--- src/rtl/fifo_pkg.sv ---
// Shared definitions for the 32-bit synchronous FIFO and the blocks that
// drain it: default word/byte widths and width helper functions.
package fifo_pkg;

   localparam int FIFO_DATA_W = 32;
   localparam int BYTE_W      = 8;

   typedef logic [FIFO_DATA_W-1:0] fifo_word_t;

   // Number of bytes carried by one FIFO word.
   function automatic int nbytes(input int data_w, input int byte_w);
      return data_w / byte_w;
   endfunction

   // Width of a byte index; never narrower than one bit.
   function automatic int idx_width(input int nb);
      return (nb > 1) ? $clog2(nb) : 1;
   endfunction

endpackage

--- src/rtl/fifo_byte_serializer_byte_select.sv ---
// Combinational byte extraction: returns byte number idx_i of word_i, where
// byte 0 is the most significant byte when MSB_FIRST is set and the least
// significant byte otherwise.
module byte_select
   import fifo_pkg::*;
#(
   parameter int DATA_W    = fifo_pkg::FIFO_DATA_W,
   parameter int BYTE_W    = fifo_pkg::BYTE_W,
   parameter bit MSB_FIRST = 1'b1,
   parameter int IDX_W     = fifo_pkg::idx_width(fifo_pkg::nbytes(DATA_W, BYTE_W))
) (
   input  logic [DATA_W-1:0] word_i,
   input  logic [IDX_W-1:0]  idx_i,
   output logic [BYTE_W-1:0] byte_o
);

   localparam int NB = nbytes(DATA_W, BYTE_W);

   logic [IDX_W-1:0] sel_s;

   // Map the transmit index onto a physical byte lane and shift it down.
   always_comb begin
      sel_s = idx_i;
      if (MSB_FIRST) begin
         sel_s = IDX_W'(NB - 1) - idx_i;
      end else begin
         sel_s = idx_i;
      end
      byte_o = BYTE_W'(word_i >> (32'(sel_s) * BYTE_W));
   end

endmodule

--- src/rtl/fifo_byte_serializer.sv ---
// Drain stage for the 32-bit synchronous FIFO. Pops words with re/empty,
// captures the registered read data one cycle later, and emits each word as
// bytes on a valid/ready stream. A one-word prefetch buffer covers the FIFO
// read latency so a steady consumer sees one byte per cycle.
module fifo_byte_serializer
   import fifo_pkg::*;
#(
   parameter int DATA_W    = fifo_pkg::FIFO_DATA_W,
   parameter int BYTE_W    = fifo_pkg::BYTE_W,
   parameter bit MSB_FIRST = 1'b1
) (
   input  logic              clk,
   input  logic              rst,
   output logic              fifo_re,
   input  logic              fifo_empty,
   input  logic [DATA_W-1:0] fifo_data,
   output logic [BYTE_W-1:0] out_data,
   output logic              out_valid,
   input  logic              out_ready,
   output logic              out_last,
   output logic [15:0]       word_count,
   output logic              busy
);

   localparam int NB    = nbytes(DATA_W, BYTE_W);
   localparam int IDX_W = idx_width(NB);
   localparam logic [IDX_W-1:0] LAST_IDX = IDX_W'(NB - 1);

   // Word being shifted out and its byte position.
   logic [DATA_W-1:0] hold_q, hold_d;
   logic              hold_valid_q, hold_valid_d;
   logic [IDX_W-1:0]  idx_q, idx_d;
   // Prefetched word waiting for hold to free up.
   logic [DATA_W-1:0] pf_q, pf_d;
   logic              pf_valid_q, pf_valid_d;
   // A FIFO read was issued last cycle; its data is on fifo_data now.
   logic              rd_pend_q, rd_pend_d;
   logic [15:0]       word_count_q, word_count_d;
   logic              out_last_q;
   logic              busy_q;

   logic [1:0]        occ_s;
   logic              fire_s;
   logic              last_fire_s;

   // Issue a read whenever fewer than two words are held, prefetched or in flight.
   always_comb begin
      occ_s = 2'(hold_valid_q) + 2'(pf_valid_q) + 2'(rd_pend_q);
      if (!rst && !fifo_empty && (occ_s < 2'd2)) begin
         fifo_re = 1'b1;
      end else begin
         fifo_re = 1'b0;
      end
   end

   // Next-state: consume the current byte first, then place any returning word.
   always_comb begin
      hold_d       = hold_q;
      hold_valid_d = hold_valid_q;
      idx_d        = idx_q;
      pf_d         = pf_q;
      pf_valid_d   = pf_valid_q;
      word_count_d = word_count_q;
      rd_pend_d    = fifo_re;
      fire_s       = hold_valid_q && out_ready;
      last_fire_s  = fire_s && (idx_q == LAST_IDX);

      if (last_fire_s) begin
         word_count_d = word_count_q + 16'd1;
         if (pf_valid_q) begin
            hold_d       = pf_q;
            hold_valid_d = 1'b1;
            idx_d        = {IDX_W{1'b0}};
            pf_valid_d   = 1'b0;
         end else begin
            hold_valid_d = 1'b0;
            idx_d        = {IDX_W{1'b0}};
         end
      end else if (fire_s) begin
         idx_d = idx_q + IDX_W'(1);
      end else begin
         idx_d = idx_q;
      end

      // Returning data goes to hold if it is empty after this cycle, else to pf.
      if (rd_pend_q) begin
         if (!hold_valid_d) begin
            hold_d       = fifo_data;
            hold_valid_d = 1'b1;
            idx_d        = {IDX_W{1'b0}};
         end else begin
            pf_d       = fifo_data;
            pf_valid_d = 1'b1;
         end
      end else begin
         pf_valid_d = pf_valid_d;
      end
   end

   // State and registered status outputs, cleared by synchronous reset.
   always_ff @(posedge clk) begin
      if (rst) begin
         hold_q       <= {DATA_W{1'b0}};
         hold_valid_q <= 1'b0;
         idx_q        <= {IDX_W{1'b0}};
         pf_q         <= {DATA_W{1'b0}};
         pf_valid_q   <= 1'b0;
         rd_pend_q    <= 1'b0;
         word_count_q <= 16'd0;
         out_last_q   <= 1'b0;
         busy_q       <= 1'b0;
      end else begin
         hold_q       <= hold_d;
         hold_valid_q <= hold_valid_d;
         idx_q        <= idx_d;
         pf_q         <= pf_d;
         pf_valid_q   <= pf_valid_d;
         rd_pend_q    <= rd_pend_d;
         word_count_q <= word_count_d;
         out_last_q   <= hold_valid_d && (idx_d == LAST_IDX);
         busy_q       <= hold_valid_d | pf_valid_d | rd_pend_d;
      end
   end

   byte_select #(
      .DATA_W    (DATA_W),
      .BYTE_W    (BYTE_W),
      .MSB_FIRST (MSB_FIRST),
      .IDX_W     (IDX_W)
   ) u_byte_select (
      .word_i (hold_q),
      .idx_i  (idx_q),
      .byte_o (out_data)
   );

   assign out_valid  = hold_valid_q;
   assign out_last   = out_last_q;
   assign word_count = word_count_q;
   assign busy       = busy_q;

endmodule

--- config.mk ---
export PLATFORM = sky130hd
export DESIGN_NAME = fifo_byte_serializer
export DESIGN_NICKNAME = d
export VERILOG_FILES = /design/src/rtl/fifo_pkg.sv /design/src/rtl/fifo_byte_serializer_byte_select.sv /design/src/rtl/fifo_byte_serializer.sv
export SDC_FILE = /design/constraint.sdc
export NUM_CORES = 1
export LEC_CHECK = 0
export ABC_AREA = 0
export CORE_AREA = 4 4 92 94
export DETAILED_ROUTE_END_ITERATION = 6
export DIE_AREA = 0 0 96 98
export DONT_BUFFER_PORTS = 1
export GPL_TIMING_DRIVEN = 0
export SLEW_MARGIN = 20
export SYNTH_ARGS = -nofsm -noshare
export SYNTH_HDL_FRONTEND = slang
export SYNTH_SLANG_ARGS = --single-unit
--- constraint.sdc ---
create_clock -name clk -period 2 [get_ports clk]
set_input_delay 0.2 -clock clk [delete_from_list [all_inputs] [get_ports clk]]
set_output_delay 0.2 -clock clk [all_outputs]
set_load 0.05 [all_outputs]
After elaboration in Yosys (flattened, before gate mapping)
Cells that the tools add are included.

word-level totals
  flip-flop bits (word level) = 87
  input port bits = 36
  word-level logic and storage cells = 43
  output and inout bits = 28

operators by class
  equal/unequal tests = 2
  reduce and logical (&&, ||, !) cells = 8
  add/subtract/negate cells = 5
  muxes and demuxes = 15
  shift operators = 1
  bitwise logic cells = 2
  order comparisons = 1

operators with widths
  kind                                                number
  2-to-1 mux 32 bit                                   4
  >> shifter 32 x 5 -> 8 bit                          1
  adder 16 x 1 -> 16 bit (second input constant)      1
  2-to-1 mux 2 bit                                    4
  2-to-1 mux 1 bit                                    7
  logical AND 1 bit                                   5
  equality test 2 bit (second input constant)         2
  adder 1 x 1 -> 2 bit                                1
  adder 2 x 1 -> 2 bit                                1
  adder 2 x 1 -> 2 bit (second input constant)        1
  logical NOT 1 bit                                   2
  less-than comparator 2 bit (second input constant)  1
  bitwise OR 1 bit                                    2
  AND reduction 2 bit                                 1
  subtractor 2 bit (first input constant)             1

Longest topological paths before layout
  depth in word-level cells = 7
  depth in mapped cells = 8
  gate-level depth less buffers = 5

Modules after synthesis
A second synthesis with hierarchy kept.

second synthesis, totals
  cells, all modules = 447
  area total of the unflattened synthesis = 3673.5 um^2

modules (own cells, without submodules)
  module                area an instance (um^2)  times used  sequential area each (um^2)  cells each
  fifo_byte_serializer  3477.1                   1           1741.7                       437
  byte_select           196.4                    1           0.0                          10

Worst setup path before layout
OpenSTA, ideal clock, no wires.

  kind = register -> output
  from = register hold_valid_q (netlist: out_valid)
  to = output fifo_re
  stages on the path, launching flop included = 3
  arrival = 3.407 ns
  buffers on the path = 0
  slack = -1.607 ns
  data required time = 1.800 ns
  cell sequence = dfxtp_1 ha_1 a2111oi_0

on the way
  longest elaborated chain between the ends = 5

ends and longest elaborated chain
  what                        line                         RTL
  start, declared             fifo_byte_serializer.sv:31   logic hold_valid_q, hold_valid_d;
  start signal, assigned      fifo_byte_serializer.sv:114  hold_valid_q <= hold_valid_d;
  adder 1 x 1 -> 2 bit        fifo_byte_serializer.sv:48   occ_s = 2'(hold_valid_q) + 2'(pf_valid_q) + 2'(rd_pend_q);
  adder 2 x 1 -> 2 bit        fifo_byte_serializer.sv:48
  less-than comparator 2 bit  fifo_byte_serializer.sv:49   if (!rst && !fifo_empty && (occ_s < 2'd2)) begin
  logical AND 1 bit           fifo_byte_serializer.sv:49
  2-to-1 mux 1 bit            fifo_byte_serializer.sv:49
  end, declared               fifo_byte_serializer.sv:14   output logic fifo_re,

Every way passes these cells.

Worst setup path after layout
Ends and elaborated chain as after synthesis.

==> impl_metrics.py <==
metrics = {
    "clock_network": {
        "tritoncts": "built",
        "htree_levels": 3,
        "clockRootBuffer": "clkbuf_8",
        "numCtsBuffers": 9,
        "numClockSinks": 87,
        "path_clk_slew_ns": 0.10,
        "clkLatencyLatePin_ns": 0.36,
        "clockBufferDepth": 2,
    },
    "synth": {
        "ys_top_cells_by_area": "dfxtp_1 47%, nand2_1 11%, a21oi_1 10%",
        "yosysTopAreaCellShare": 0.471,
        "syn-num-nets": 485,
        "syn_inst": 446,
        "yosysWarnings": 0,
        "synth.ff_latch_count": 87,
        "synth_top_area_cell": "dfxtp_1",
        "ys_seq_area_frac": 0.471,
        "ys_types": 37,
        "avgSynthCellArea_um2": 8.30,
        "synthesis.area_um2": 3700,
    },
    "floorplanning": {
        "ios": 64,
        "start_util": 0.484,
        "core_um2": 7650,
        "fp.dieW_um": 96,
        "rows": 32,
        "fp.dieH_um": 98,
        "fp.dieArea_um2": 9410,
    },
    "drt": {
        "routedWlPerCell_um": 16.8,
        "vias": 3277,
        "drc": 0,
        "drtAntennaViolNets": 0,
        "dr.pass1.iters": 4,
        "wl_um": 10000,
        "drtIter0Drc": 141,
        "vias_per_cell": 5.50,
    },
    "setup_path": {
        "slowest_stage": "a2111oi_4",
        "endpoint": "fifo_re",
        "worst-path-buf-inv": 0,
        "critPathTopFamily": "compound AO/OA/AOI/OAI gates",
        "path_cells": "ha_4, a2111oi_4",
        "cp-end-kind": "output port",
        "r2r_start": "out_valid",
        "r2r_slack_ns": 0.09,
        "arrival_ns": 1.81,
        "worstPathRequired_ns": 1.80,
        "critPathMaxStageDelay_ns": 0.75,
        "crit_path_start_kind": "register",
        "timing.rr.end": "word_count[14]",
        "crit_type": "reg -> out",
        "cp-startpoint": "out_valid",
        "critPathMaxFanout": 3,
        "reg2reg_depth": 6,
        "cp.depth": 2,
    },
    "sta": {
        "finalCritPeriodShare": 1.01,
        "fin_ws_ns": -0.0124,
        "fmax_mhz": 497,
        "rsz0062_at_grt": "true",
        "finalSetupViolations": 1,
        "fin_skew_ns": 0.0134,
        "drv_slew": 0,
        "finalHoldViolations": 0,
        "finalCriticalPeriod_ns": 2.01,
        "max_slew_margin": 0.439,
        "worst_pin_slew_ns": 0.842,
    },
    "placement": {
        "gp_congestion": 0.859,
        "place_inst": 548,
        "hpwl_um": 6950,
        "port_buffers": 0,
    },
    "layout": {
        "diodes": 0,
        "final_nets": 528,
        "drive_gt1_frac": 0.138,
        "fin_util": 0.593,
        "fin_cells": 596,
        "syn_to_final_growth_pct": 22.6,
    },
    "power": {
        "p_leak_nw": 1.56,
        "power_switching_uw": 913,
        "p_per_area_nw_per_um2": 826,
        "seq_power_share": 0.493,
        "clock_power_share": 0.410,
        "p_sw_frac": 0.244,
        "p_int_mw": 2.84,
        "comb_power_share": 0.096,
        "ir_drop_mv": 0.419,
    },
    "global_routing": {
        "grt_max_degree": 15,
        "antenna_found_initial": 0,
        "grt_use_total": 0.228,
        "grt_pass1_vias": 3243,
        "grt_overflow_total": 0,
        "grt_pass1_wl_um": 16500,
    },
    "run_status": {
        "violations": "setup timing",
        "status": "finished with violations",
    },
    "run": {
        "drv_cap": 0,
    },
    "min_path": {
        "min_path_type": "in -> reg",
    },
}
-- final cells by class --
cell class                 count  area, um2
fill                         697       3110
sequential                    87       1780
timing repair buffer          33        330
clock buffer                  11        151
buffer                        35        186
inverter                       2       7.51
clock inverter                 5        104
tap                          102        128
multi-input combinational    321       1860
-- Yosys cell counts --
cell type and count:
xor2_1 6, buf_2 8, nand3b_1 1, a31oi_1 1, nor4b_1 1, buf_4 4, and4_1 2, o21ai_0 2
o31ai_1 4, nor3b_1 3, buf_6 1, dfxtp_1 87, a21boi_1 1, and3_1 2, nand4_2 1, nor2_1 44
nand3_1 6, mux4_2 8, or4_1 4, nor3_1 4, a21bo_2 1, a211oi_1 31, and3_2 1, nand3_2 1
ha_1 3, clkbuf_1 20, buf_1 3, nand4_1 3, a311oi_1 1, xnor2_1 3, or3_1 2, or2_1 1
inv_1 2, a2111oi_0 3, nand2_1 106, and2_1 1, a21oi_1 74
-- logic make-up (layout without fill, tap and decap cells) --
kind of cell	count (synthesis)	after routing	synth area share
and+or+nand+nor	183	183	0.212
adders and majority gates	3	3	0.0101
xor gates and xnor gates	9	9	0.0213
muxes	8	8	0.0487
AOI/OAI and AO/OA	118	118	0.190
DFF	87	87	0.471
buffers and inverters	38	86	0.0473
-- power groups by stage --
stage / Clock [mW] / Combinational [mW] / Sequential [mW]
2_1_floorplan: 0 / 0.244 / 1.87
3_3_place_gp: 0 / 0.295 / 1.90
3_5_place_dp: 0 / 0.299 / 1.90
4_1_cts: 1.57 / 0.358 / 1.85
5_1_grt: 1.64 / 0.399 / 1.86
6_report: 1.54 / 0.362 / 1.85
-- cell usage in the layout (no fill, tap or decap), types with 2 or more instances in the layout --
cell           instances
nor3_1                 4
mux4_2                 8
and3_1                 2
nand3_1                6
a2111oi_0              2
dlygate4sd3_1         33
nand2_1              106
clkbuf_8              11
nor2_1                44
xnor2_1                3
dfxtp_2                3
nor3b_1                3
buf_6                  2
a21oi_1               74
inv_1                  2
buf_4                  4
dfxtp_1               76
or4_1                  4
buf_2                  6
nand4_1                3
clkbuf_2              11
bufinv_16              3
o21ai_0                2
o31ai_1                4
xor2_1                 6
clkbuf_1              10
a211oi_1              31
dfxtp_4                8
ha_4                   3
and4_1                 2
or3_1                  2
-- metal layers --
layer	wire length, um	global-route usage
met2	4450	0.336
met3	668	0.0586
met1	4700	0.317
met5	0	0
met4	210	0.0908
-- state kept, by name, summed over array words and instances, names as in the netlist --
signal      count
busy            1
rd_pend_q       1
out_last        1
word_count     16
pf_valid_q      1
pf_q           32
out_valid       1
idx_q           2
hold_q         32
-- per-stage QoR --
step / worst slack, ns / cell area, um2 / power [mW] / TNS [ns] / hold WS, ns
4_1_cts: -0.0925 / 4480 / 3.78 / -0.0925 / 0.000962
5_1_grt: -0.0515 / 4540 / 3.90 / -0.0784 / 0.00677
6_report: -0.0124 / 4540 / 3.75 / -0.0124 / 0.00661
3_3_place_gp: -0.145 / 3850 / 2.19 / -4.16 / 0.297
3_5_place_dp: -0.183 / 3850 / 2.20 / -5.82 / 0.300
2_1_floorplan: 0.0470 / 3720 / 2.12 / 0 / 0.292
-- how the worst min path moves through the flow --
stage | cells past startpoint | slack [ns] | to | from
after floorplan | 1 | 0.29 | rd_pend_q | fifo_empty
after global placement | 1 | 0.30 | rd_pend_q | fifo_empty
after detailed placement | 1 | 0.30 | rd_pend_q | fifo_empty
after CTS | 2 | 0.001 | hold_q[25] | fifo_data[25]
after global routing | 2 | 0.007 | hold_q[5] | fifo_data[5]
final | 2 | 0.007 | hold_q[25] | fifo_data[25]
-- what timing repair did --
| item | in CTS | in global routing |
|---|---|---|
| hold endpoints to repair | 34 | 0 |
| gates resized for setup | 17 | 30 |
| setup buffers | 0 | 0 |
| hold buffers | 33 | 0 |
| pin swaps | 1 | 2 |
| setup endpoints to repair | 72 | 67 |
-- worst register-to-register path: stages (launching register included) --
cell     delay (ns)
dfxtp_4        0.47
buf_6          0.17
nand3_2        0.14
or2_1          0.27
buf_6          0.14
or4_1          0.50
a21oi_1        0.16
Power figures use the tool's default switching activity.
==> RTL edit 1 (config.mk and constraints unchanged) <==
Put one more register stage on the output `word_count`. The value now appears one clock later. The other outputs are not delayed to match.
--- a/src/rtl/fifo_byte_serializer.sv
+++ b/src/rtl/fifo_byte_serializer.sv
@@ -135,7 +135,13 @@
 
    assign out_valid  = hold_valid_q;
    assign out_last   = out_last_q;
-   assign word_count = word_count_q;
+   always_ff @(posedge clk) begin
+      if (rst) begin
+         word_count <= '0;
+      end else begin
+         word_count <= word_count_q;
+      end
+   end
    assign busy       = busy_q;
 
 endmodule
Check against the original RTL: not equivalent (Yosys sat finds a counterexample within 10 cycles, from zero or initial values and one cycle with rst high).
==> RTL edit 1 against the unedited design <==
The flow still finishes with violations (setup timing). Clock skew down 0.0038 ns. Synthesized cell count down 1.8%. Worst setup slack worse by 0.061 ns. Sequential cell count up 16. Routed wire length down 1.8%. Count of clock-buffer cells in the layout unchanged. Synthesized area up 16%. Die area unchanged. Design area up 10%. Critical path depth unchanged. Power up 1.2%. Combinational power up 5.5%. Critical path type unchanged. Critical endpoint unchanged.
==> RTL edit 1: results <==
set metrics [dict create \
    wl_mm 9.86 \
    ctsHoldBuffers 34 \
    synth_mux_area_share_pct 13.0 \
    grt_start_max_net_pins 18 \
    p_leak_nw 1.97 \
    pg_comb_mw 0.382 \
    grt_antenna_before_repair 0 \
    ys_seq_area_share_pct 48.1 \
    p_total_mw 3.80 \
    grt_pass1_vias 3098 \
    p_clk_mw 1.23 \
    clock_skew_ns 0.00954 \
    routed_via_density 5.43 \
    wl_met1_mm 4.64 \
    synthCells 438 \
    avgRoutedWirePerCell_um 16.7 \
    track_usage_pct 22.0 \
    dr_wl_met2_mm 4.47 \
    synth_commonest_cells "103 x dfxtp_1, 81 x nor2_1, 65 x nand2_1" \
    cts_resized 2 \
    place.gp.congestion 0.850 \
    reg_top3 "hold_q (32), pf_q (32)" \
    grt_pass1_wl_mm 16.1 \
    dp_slack_ns -0.0510 \
    hpwl_mm 6.84 \
    use_met1_pct 32.1 \
    synth_compound_area_share_pct 11.4 \
    violations "setup timing" \
    status "complete, but fails checks" \
    fin_nets 522 \
    grt_use_met3_pct 6.24 \
    syn-num-nets 477 \
    synthTopCellsByArea "dfxtp_1 48%, mux2i_1 7.7%, a311oi_2 7.4%" \
    grtUsageMet2_pct 32.7 \
    fin_ws_ns -0.0739 \
    async_reset_ff_share_pct 0 \
    placed_area_um2 4430 \
    setup_viol 1 \
    p_int_mw 2.81 \
    ir_drop_mv 0.421 \
    synth.distinct_cells 38 \
    drive_gt1_share_pct 17.0 \
    fill_cells 675 \
    synthAdderAreaFrac_pct 0.876 \
    wl_met3_um 612 \
    path_max_fanout 8 \
    place_inst 540 \
    drtIter0Drc 128 \
]
RTL edit 1: area by class of cell:
| class | count | area share, % |
|---|---|---|
| well taps | 102 | 2.56 |
| repair buffers | 34 | 6.82 |
| flip-flops and latches | 103 | 41.4 |
| clock buffers | 11 | 3.03 |
| plain buffers | 32 | 3.54 |
| inverters | 3 | 0.226 |
| multi-input cells | 300 | 41.6 |
| clock inverters | 5 | 0.802 |
RTL edit 1: worst max-delay path: stages, from the launching register on:
cell and delay (ns):
dfxtp_4 0.51, ha_4 0.25, a2111oi_4 0.77
RTL edit 1: worst paths after layout:
check | startpoint | end | slack [ns] | cells after the start
max | out_valid | fifo_re | -0.07 | 2
min reg2reg | word_count_q[14] | word_count[14] | 0.48 | 2
max reg2reg | idx_q[0] | word_count_q[14] | 0.17 | 6
min | fifo_data[8] | hold_q[8] | 0.03 | 2
==> RTL edit 2 (config.mk and constraints unchanged) <==
Made on the original files. `FIFO_DATA_W`: 32 -> 24.
--- a/src/rtl/fifo_pkg.sv
+++ b/src/rtl/fifo_pkg.sv
@@ -2,7 +2,7 @@
 // drain it: default word/byte widths and width helper functions.
 package fifo_pkg;
 
-   localparam int FIFO_DATA_W = 32;
+   localparam int FIFO_DATA_W = 24;
    localparam int BYTE_W      = 8;
 
    typedef logic [FIFO_DATA_W-1:0] fifo_word_t;
Interface: changed (resized fifo_data); port bits go from 64 to 56. No check against the original RTL was run, so the function may have changed too.
==> RTL edit 2 against the unedited design <==
Routed wire length down 17%. Count of clock-buffer cells in the layout down 1. Power down 14%. Utilization decreased by 7.2 points. Die area is the same. Design area shrank 12%. Final cell count is 9.4% lower. Synthesized area is 16% lower. Combinational power shrank 9.7%. Sequential cell count decreased by 16. Worst setup slack improved by 0.041 ns. Critical path depth is the same.
==> RTL edit 2: results <==
set metrics [dict create \
    track_usage_pct 18.7 \
    status "finished clean" \
    grt_pass1_vias 2682 \
    avgRoutedWirePerCell_um 15.5 \
    place_inst 496 \
    synth.distinct_cells 35 \
    synthCells 394 \
    placed_area_um2 3280 \
    p_clk_mw 1.41 \
    clkLatencyLatePin_ns 0.35 \
    whs_ns 0.0297 \
    p_leak_nw 1.39 \
    reg2reg_from "word_count[4]" \
    arrival_ns 1.77 \
    critPathMaxStageDelay_ns 0.73 \
    clock_skew_ns 0.00807 \
    hpwl_mm 5.66 \
    synthTopCellsByArea "dfxtp_1 46%, nand2_1 14%, a311oi_1 6.8%" \
    p_clk_share_pct 43.5 \
    drtIter0Drc 86 \
    synth_commonest_cells "113 x nand2_1, 71 x dfxtp_1, 46 x nor2_1" \
    cts_resized 35 \
    rr_worst_depth 4 \
    syn-num-nets 425 \
    drive_gt1_share_pct 16.7 \
    fin_nets 464 \
    ir_drop_mv 0.349 \
    worstMarginPinSlew_ns 0.813 \
    grt_pass1_wl_mm 13.7 \
    grt_start_max_net_pins 13 \
    place.gp.congestion 0.780 \
    fin_cells 540 \
    pg_comb_mw 0.327 \
    ctsHoldBuffers 25 \
]
-- RTL edit 2: cell count changes in the layout (fill, tap and decap cells not counted), sizes merged, moves of 7 or more --
cell and change:
a211oi -31, a21oi -45, a311oi +23, dfxtp -16
dlygate4sd3 -8, mux2i +10, mux4 -8, nand2 +7
o21ai +11
-- RTL edit 2: routing by layer --
metal / track usage, % / vias up / wire (µm)
li1: - / 1436 / -
met1: 25.4 / 1329 / 3840
met2: 28.6 / 73 / 3890
met3: 5.16 / 10 / 535
met4: 6.24 / 0 / 100
met5: 0 / - / 0
-- RTL edit 2: logic make-up (layout without fill, tap and decap cells) --
kind of cell    after synthesis  in the layout  share of synthesized area, %
flops                        71             71                          46.0
buf+inv                      33             77                          4.13
compound gates               73             73                          15.5
fa+ha+maj                     3              3                          1.21
xor+xnor                     11             11                          3.11
mux                          11             11                          3.60
simple gates                192            192                          26.5
-- RTL edit 2: worst min-delay path by stage --
stage | from | endpoint | cells past startpoint
after floorplan | fifo_empty | rd_pend_q | 1
after global placement | fifo_empty | rd_pend_q | 1
after detailed placement | fifo_empty | rd_pend_q | 1
after CTS | fifo_data[23] | hold_q[23] | 2
after global routing | fifo_data[9] | hold_q[9] | 2
final | fifo_data[20] | hold_q[20] | 2
-- RTL edit 2: through the flow --
stage / setup TNS, ns / util (%) / setup slack, ns
floorplan: 0 / - / 0.0587
global route: -0.0468 / 52.1 / -0.0464
global placement: -11.75 / 42.9 / -0.386
finish: 0 / 52.1 / 0.0288
CTS: -0.0545 / 51.1 / -0.0545
detailed placement: -11.64 / 42.9 / -0.379
-- RTL edit 2: final cells by class --
class,instances,area [µm²]
clock buffer,10,138
fill,723,3660
sequential,71,1450
multi-input combinational,290,1730
inverter,6,22.5
buffer,26,129
clock inverter,6,108
timing repair buffer,29,280
tap,102,128
